<file path="src/rtl/rca_accum_pkg.sv">
// Shared types and default sizing for the rca_accum multi-operand accumulator.
package rca_accum_pkg;

  typedef enum logic [0:0] {
    ACC = 1'b0,
    OUT = 1'b1
  } state_t;

  localparam int DEF_N     = 4;
  localparam int DEF_COUNT = 4;

endpackage

</file>
<file path="src/rtl/rca_accum_rca.sv">
// N-bit ripple-carry adder (module rca): sum[N] carries out of the top bit.
module rca #(
  parameter int N = 4
) (
  input  logic [N-1:0] a,
  input  logic [N-1:0] b,
  input  logic         c_in,
  output logic [N:0]   sum
);

  logic [N:0] carry_s;

  assign carry_s[0] = c_in;

  for (genvar i = 0; i < N; i++) begin : g_fa
    assign sum[i]       = a[i] ^ b[i] ^ carry_s[i];
    assign carry_s[i+1] = (a[i] & b[i]) | (carry_s[i] & (a[i] ^ b[i]));
  end

  assign sum[N] = carry_s[N];

endmodule

</file>
<file path="src/rtl/rca_accum.sv">
// Accumulates COUNT operands through one rca adder and presents sum + sticky overflow.
// Define RCA_ACCUM_SAT_EN to saturate the accumulator to all-ones on carry-out.
module rca_accum
  import rca_accum_pkg::*;
#(
  parameter int N     = DEF_N,
  parameter int COUNT = DEF_COUNT
) (
  input  logic         clk,
  input  logic         rst,
  input  logic         in_valid,
  output logic         in_ready,
  input  logic [N-1:0] in_data,
  output logic         out_valid,
  input  logic         out_ready,
  output logic [N-1:0] out_sum,
  output logic         out_ovf
);

  localparam int CW = $clog2(COUNT + 1);
  localparam logic [CW-1:0] CNT_LAST = CW'(COUNT - 1);

  state_t        state_r, state_s;
  logic [N-1:0]  acc_r, acc_s;
  logic [CW-1:0] cnt_r, cnt_s;
  logic          ovf_r, ovf_s;
  logic [N:0]    sum_s;
  logic          accept_s;

  // Feedback adder: running sum on A, incoming operand on B.
  rca #(.N(N)) u_rca (
    .a    (acc_r),
    .b    (in_data),
    .c_in (1'b0),
    .sum  (sum_s)
  );

  // Handshake strobes come from registered state; rst forces both low.
  assign in_ready  = (state_r == ACC) & ~rst;
  assign out_valid = (state_r == OUT) & ~rst;
  assign out_sum   = acc_r;
  assign out_ovf   = ovf_r;
  assign accept_s  = in_valid & in_ready;

  // Next-state and datapath update for the ACC/OUT FSM.
  always_comb begin
    state_s = state_r;
    acc_s   = acc_r;
    cnt_s   = cnt_r;
    ovf_s   = ovf_r;
    case (state_r)
      ACC: begin
        if (accept_s) begin
`ifdef RCA_ACCUM_SAT_EN
          acc_s = sum_s[N] ? {N{1'b1}} : sum_s[N-1:0];
`else
          acc_s = sum_s[N-1:0];
`endif
          ovf_s = ovf_r | sum_s[N];
          cnt_s = cnt_r + CW'(1);
          if (cnt_r == CNT_LAST) begin
            state_s = OUT;
          end else begin
            state_s = ACC;
          end
        end else begin
          state_s = ACC;
        end
      end
      OUT: begin
        if (out_ready) begin
          state_s = ACC;
          acc_s   = {N{1'b0}};
          cnt_s   = {CW{1'b0}};
          ovf_s   = 1'b0;
        end else begin
          state_s = OUT;
        end
      end
      default: begin
        state_s = ACC;
        acc_s   = {N{1'b0}};
        cnt_s   = {CW{1'b0}};
        ovf_s   = 1'b0;
      end
    endcase
  end

  // State and accumulator registers with synchronous reset.
  always_ff @(posedge clk) begin
    if (rst) begin
      state_r <= ACC;
      acc_r   <= {N{1'b0}};
      cnt_r   <= {CW{1'b0}};
      ovf_r   <= 1'b0;
    end else begin
      state_r <= state_s;
      acc_r   <= acc_s;
      cnt_r   <= cnt_s;
      ovf_r   <= ovf_s;
    end
  end

endmodule

</file>
<file path="config.mk">
export PLATFORM = sky130hd
export DESIGN_NAME = rca_accum
export DESIGN_NICKNAME = d
export VERILOG_FILES = /design/src/rtl/rca_accum_pkg.sv /design/src/rtl/rca_accum_rca.sv /design/src/rtl/rca_accum.sv
export SDC_FILE = /design/constraint.sdc
export NUM_CORES = 1
export LEC_CHECK = 0
export ABC_CLOCK_PERIOD_IN_PS = 2400
export CAP_MARGIN = 20
export CORE_AREA = 2 2 39 41
export CTS_CLUSTER_SIZE = 8
export DETAILED_ROUTE_END_ITERATION = 10
export DIE_AREA = 0 0 41 43
export PLACE_DENSITY = 0.63
export SYNTH_ARGS = -nofsm -noshare
export SYNTH_HDL_FRONTEND = slang
export SYNTH_HIERARCHICAL = 1
export SYNTH_SLANG_ARGS = --single-unit
</file>
<file path="constraint.sdc">
create_clock -name clk -period 2.4 [get_ports clk]
set_input_delay 0.36 -clock clk [delete_from_list [all_inputs] [get_ports clk]]
set_output_delay 0.36 -clock clk [all_outputs]
set_load 0.02 [all_outputs]
</file>
# Word-level counts from Yosys, hierarchy flattened
# Cells that the tools add are included.
[totals]
ff_bits = 9
latch_bits = 0
ramBits = 0
mem_bits_ro = 0
input_bits = 8
out_inout_bits = 7
elab_cells = 45
memories = 0
[op_classes]
addsub = 1
n_mul = 0
div = 0
order_cmp = 0
eq_ne = 3
shifts = 0
mux = 13
bitwise_logic = 23
n_reduce_logical = 1
[op_table]
columns = ["operator", "count"]
rows = [
  ["$and 1x1->1", 10],
  ["$mux 4", 2],
  ["$pmux 4 s2", 1],
  ["$xor 1x1->1", 7],
  ["$mux 3", 2],
  ["$pmux 3 s2", 1],
  ["$mux 1", 5],
  ["$ne 2x2->1 const B", 2],
  ["$or 1x1->1", 4],
  ["$pmux 1 s2", 2],
  ["$add 3x1->3 const B", 1],
  ["$eq 3x2->1 const B", 1],
  ["$not 1->1", 2],
  ["$reduce_and 2->1", 1],
]

# Depth between registers and ports, before layout
[depth]
word_depth = 10
ltp_mapped = 10
depth_no_buf = 10

# Modules after synthesis
# Netlist, hierarchy kept.
[modules_own_cells]
columns = ["mod", "instances", "cells_per_inst", "area_per_inst_um2", "seq_area_each_um2"]
rows = [
  ["rca_accum", 1, 40, 366.6, 180.2],
  ["rca", 1, 14, 117.6, 0.0],
]

# Worst setup path before layout
# Ideal clock, no wire load.
[synth_timing]
path_kind = "flip-flop to flip-flop"
from = "register acc_r[0] (netlist: out_sum[0])"
to = "register acc_r[3] (netlist: out_sum[3])"
setup_time_ns = 0.128
arrival_ns = 2.010
required_time_ns = 2.272
path_slack_ns = 0.263
stages_incl_launch_ff = 11
path_buffers = 0
period_less_slack_ns = 2.137
cell_sequence = "dfxtp_1 -> fa_1 -> inv_1 -> fa_1 -> inv_1 -> fa_1 -> inv_1 -> fa_1 -> inv_1 -> a22oi_1 -> nor2_1"
[synth_between]
elab_chain_len = 8
[synth_lines]
columns = ["element", "line_no", "source"]
rows = [
  ["from (decl)", "rca_accum.sv:24", "logic [N-1:0] acc_r, acc_s;"],
  ["from (signal assigned)", "rca_accum.sv:93", "acc_r <= {N{1'b0}};"],
  ["from (signal assigned)", "rca_accum.sv:98", "acc_r <= acc_s;"],
  ["$and 1x1->1 (2 in series)", "rca_accum_rca.sv:17", "assign carry_s[i+1] = (a[i] & b[i]) | (carry_s[i] & (a[i] ^ b[i]));"],
  ["$or 1x1->1", "rca_accum_rca.sv:17", ""],
  ["$and 1x1->1", "rca_accum_rca.sv:17", ""],
  ["$or 1x1->1", "rca_accum_rca.sv:17", ""],
  ["$xor 1x1->1", "rca_accum_rca.sv:16", "assign sum[i] = a[i] ^ b[i] ^ carry_s[i];"],
  ["via sum_s[3]", "rca_accum.sv:27", "logic [N:0] sum_s;"],
  ["$mux 4", "rca_accum.sv:53", "if (accept_s) begin"],
  ["$pmux 4 s2", "rca_accum.sv:51", "case (state_r)"],
]
# The timed path passes the listed nets, and every way through them passes these cells. The select of a mux whose other input is x is not followed.
# A chain may end at the register's enable or synchronous reset.

# Final worst setup path
# Same ends and word-level chain as after synthesis.

==> flow_summary.json <==
{
  "status": "completed",
  "row_count": 14,
  "core-area_mm2": 0.001384,
  "post_drt_wl_per_cell_um": 10.07,
  "clk_pin_slew_worst_paths_ns": 0.06,
  "drive_above_1_share": 0.07042,
  "cts_buffers": 3,
  "stdcell_count": 87,
  "die_height_um": 43,
  "die_area_mm2": 0.001763,
  "rr_worst_depth": 10,
  "grt_pass1_wl_mm": 1.483,
  "final_cell_area_um2": 671.9,
  "vias": 396,
  "grt_pass1_vias": 342,
  "cts_hold_buf": 0,
  "syn_inst": 54,
  "gp_congestion": 0.6643,
  "setup_viol": 0,
  "p_per_area_mw_per_mm2": 582.4,
  "yosys_warnings": 6,
  "critPathCaptureType": "flop",
  "netlist_area_um2": 484.2,
  "finalHoldViolations": 0,
  "synth_cell_types": 14,
  "placed_cell_area_um2": 643.1,
  "slew-limit-headroom": 0.5783,
  "drc": 0,
  "max-vdd-ir-drop_v": 0.0002821,
  "syn_area_per_cell_um2": 8.967,
  "cts_tree": "done",
  "clock_sinks": 9,
  "synthToLayoutAreaGrowth_pct": 38.76,
  "synth_nets": 68,
  "grt_start_max_net_pins": 10,
  "p_leak_nw": 0.3078,
  "period_share": 0.9019,
  "fin_worst_skew_ns": 0.0006588,
  "worst_ep_arrival_time_ns": 2.36,
  "critPathRequiredTime_ns": 2.59,
  "setup_tns_ns": 0,
  "diodes": 0,
  "rsz0062_at_grt": "no",
  "crit_fanout": 3,
  "ant_nets": 0,
  "gr-usage-all-layers": 0.1261,
  "nNetsFinal": 86,
  "worstSkewPairLatency_ns": 0.25,
  "io_pins": 15,
  "cts_buffer_depth": 2,
  "worstSetupPathType": "flop to flop",
  "overflow": 0,
  "final_util": 0.4855,
  "hold_depth": 2,
  "antenna_found_initial": 0,
  "die_w_um": 41,
  "initial_core_util": 0.3499,
  "first_pass_iters": 4,
  "root_buffer": "clkbuf_4",
  "dp_cells": 83,
  "fmax_ghz": 0.4620,
  "worst_pin_slew_ns": 0.6312,
  "drv_cap": 0,
  "yosysSeqAreaShare": 0.3721,
  "hp-class": "flop to flop",
  "htreeDepth": 1,
  "synth-seq-cells": 9,
  "portBuffers": 14,
  "drt_iter0_markers": 12,
  "fin_crit_ns": 2.165,
  "slew_violations": 0,
  "vias_per_cell": 4.552,
  "wl_um": 876,
  "startpoint_type": "flop",
  "dp_hpwl_um": 684.6
}
state kept, by name, summed over array words and instances (netlist names):
| register | flops |
|---|---|
| state_r | 1 |
| out_ovf | 1 |
| cnt_r | 3 |
| out_sum | 4 |
area by class of cell:
cell class,instances,area (µm²)
tap,16,20.02
inverter,12,45.04
fill,138,711.9
timing repair buffer,15,150.1
sequential,9,180.2
multi-input combinational,31,250.2
clock buffer,4,26.28
path summary, 6_finish.rpt:
check	startpoint	to	slack, ns
worst max register to register	out_sum[0]	out_sum[3]	0.24
worst min register to register	out_ovf	out_ovf	0.50
worst min-delay path	out_ovf	out_ovf	0.50
worst max-delay path	out_sum[0]	out_sum[3]	0.24
cells in the mapped netlist:
cell / instances / area [µm²]
clkbuf_1: 1 / 3.750
nor2b_1: 3 / 18.77
buf_2: 1 / 5.000
nor2_1: 10 / 37.54
conb_1: 1 / 3.750
nand2_1: 1 / 3.750
a22oi_1: 7 / 52.55
mux2i_2: 1 / 13.76
dfxtp_1: 9 / 180.2
inv_1: 12 / 45.04
ha_1: 2 / 25.02
fa_1: 4 / 80.08
mux2i_1: 1 / 10.01
a21oi_1: 1 / 5.000
stage by stage:
step	setup WS [ns]	hold WS (ns)	total power, mW
4_1_cts	0.06544	0.5084	0.3971
6_report	0.2355	0.4976	0.3913
3_3_place_gp	-0.1667	0.4802	0.2786
3_5_place_dp	-0.1818	0.4923	0.2808
2_1_floorplan	0.2629	0.4654	0.2360
5_1_grt	0.09721	0.5424	0.4160
critical path, cell delays in order, from the launching register on:
cell and delay [ns]:
dfxtp_1 0.34, fa_1 0.41, inv_1 0.07, fa_1 0.15, inv_1 0.05, fa_1 0.35
inv_1 0.08, fa_1 0.40, inv_1 0.06, a22oi_1 0.07, nor2_1 0.12
power breakdown:
part	internal, mW	total (mW)	switching (mW)
registers	0.162	0.171	0.00918
logic	0.0537	0.105	0.0510
clock network	0.0640	0.116	0.0516
layout by cell type (no fill, tap or decap):
| cell type | Yosys | layout |
|---|---|---|
| nand2_1 | 1 | 1 |
| buf_4 | 0 | 1 |
| nor2b_1 | 3 | 3 |
| clkbuf_1 | 1 | 1 |
| mux2i_1 | 1 | 1 |
| a21oi_1 | 1 | 1 |
| conb_1 | 1 | 1 |
| clkdlybuf4s50_1 | 0 | 13 |
| nor2_1 | 10 | 10 |
| fa_1 | 4 | 4 |
| ha_1 | 2 | 2 |
| dfxtp_1 | 9 | 9 |
| dlymetal6s2s_1 | 0 | 1 |
| clkbuf_4 | 0 | 3 |
| inv_1 | 12 | 12 |
| a22oi_1 | 7 | 7 |
| mux2i_2 | 1 | 1 |
logic make-up (layout without fill, tap and decap cells):
family,after synthesis,in the layout,synth area share
other,1,1,0.007745
adders and majority gates,6,6,0.2171
buffers and inverters,14,31,0.1111
and+or+nand+nor,14,14,0.1240
DFF,9,9,0.3721
AOI/OAI and AO/OA,8,8,0.1189
muxes,2,2,0.04909
layer usage:
layer,part of all wire,track usage,up-vias
met5,0,0,-
met4,0.015,0.08000,0
met3,0.049,0.03141,2
met2,0.51,0.1625,8
met1,0.42,0.1812,187
li1,-,-,199
timing repair:
item / CTS / global route
resized for setup: 0 / 1
endpoints found under the hold margin: 0 / 0
endpoints found under the setup margin: 0 / 1
buffers inserted: 0 / 0
(Power assumes the default switching activity.)
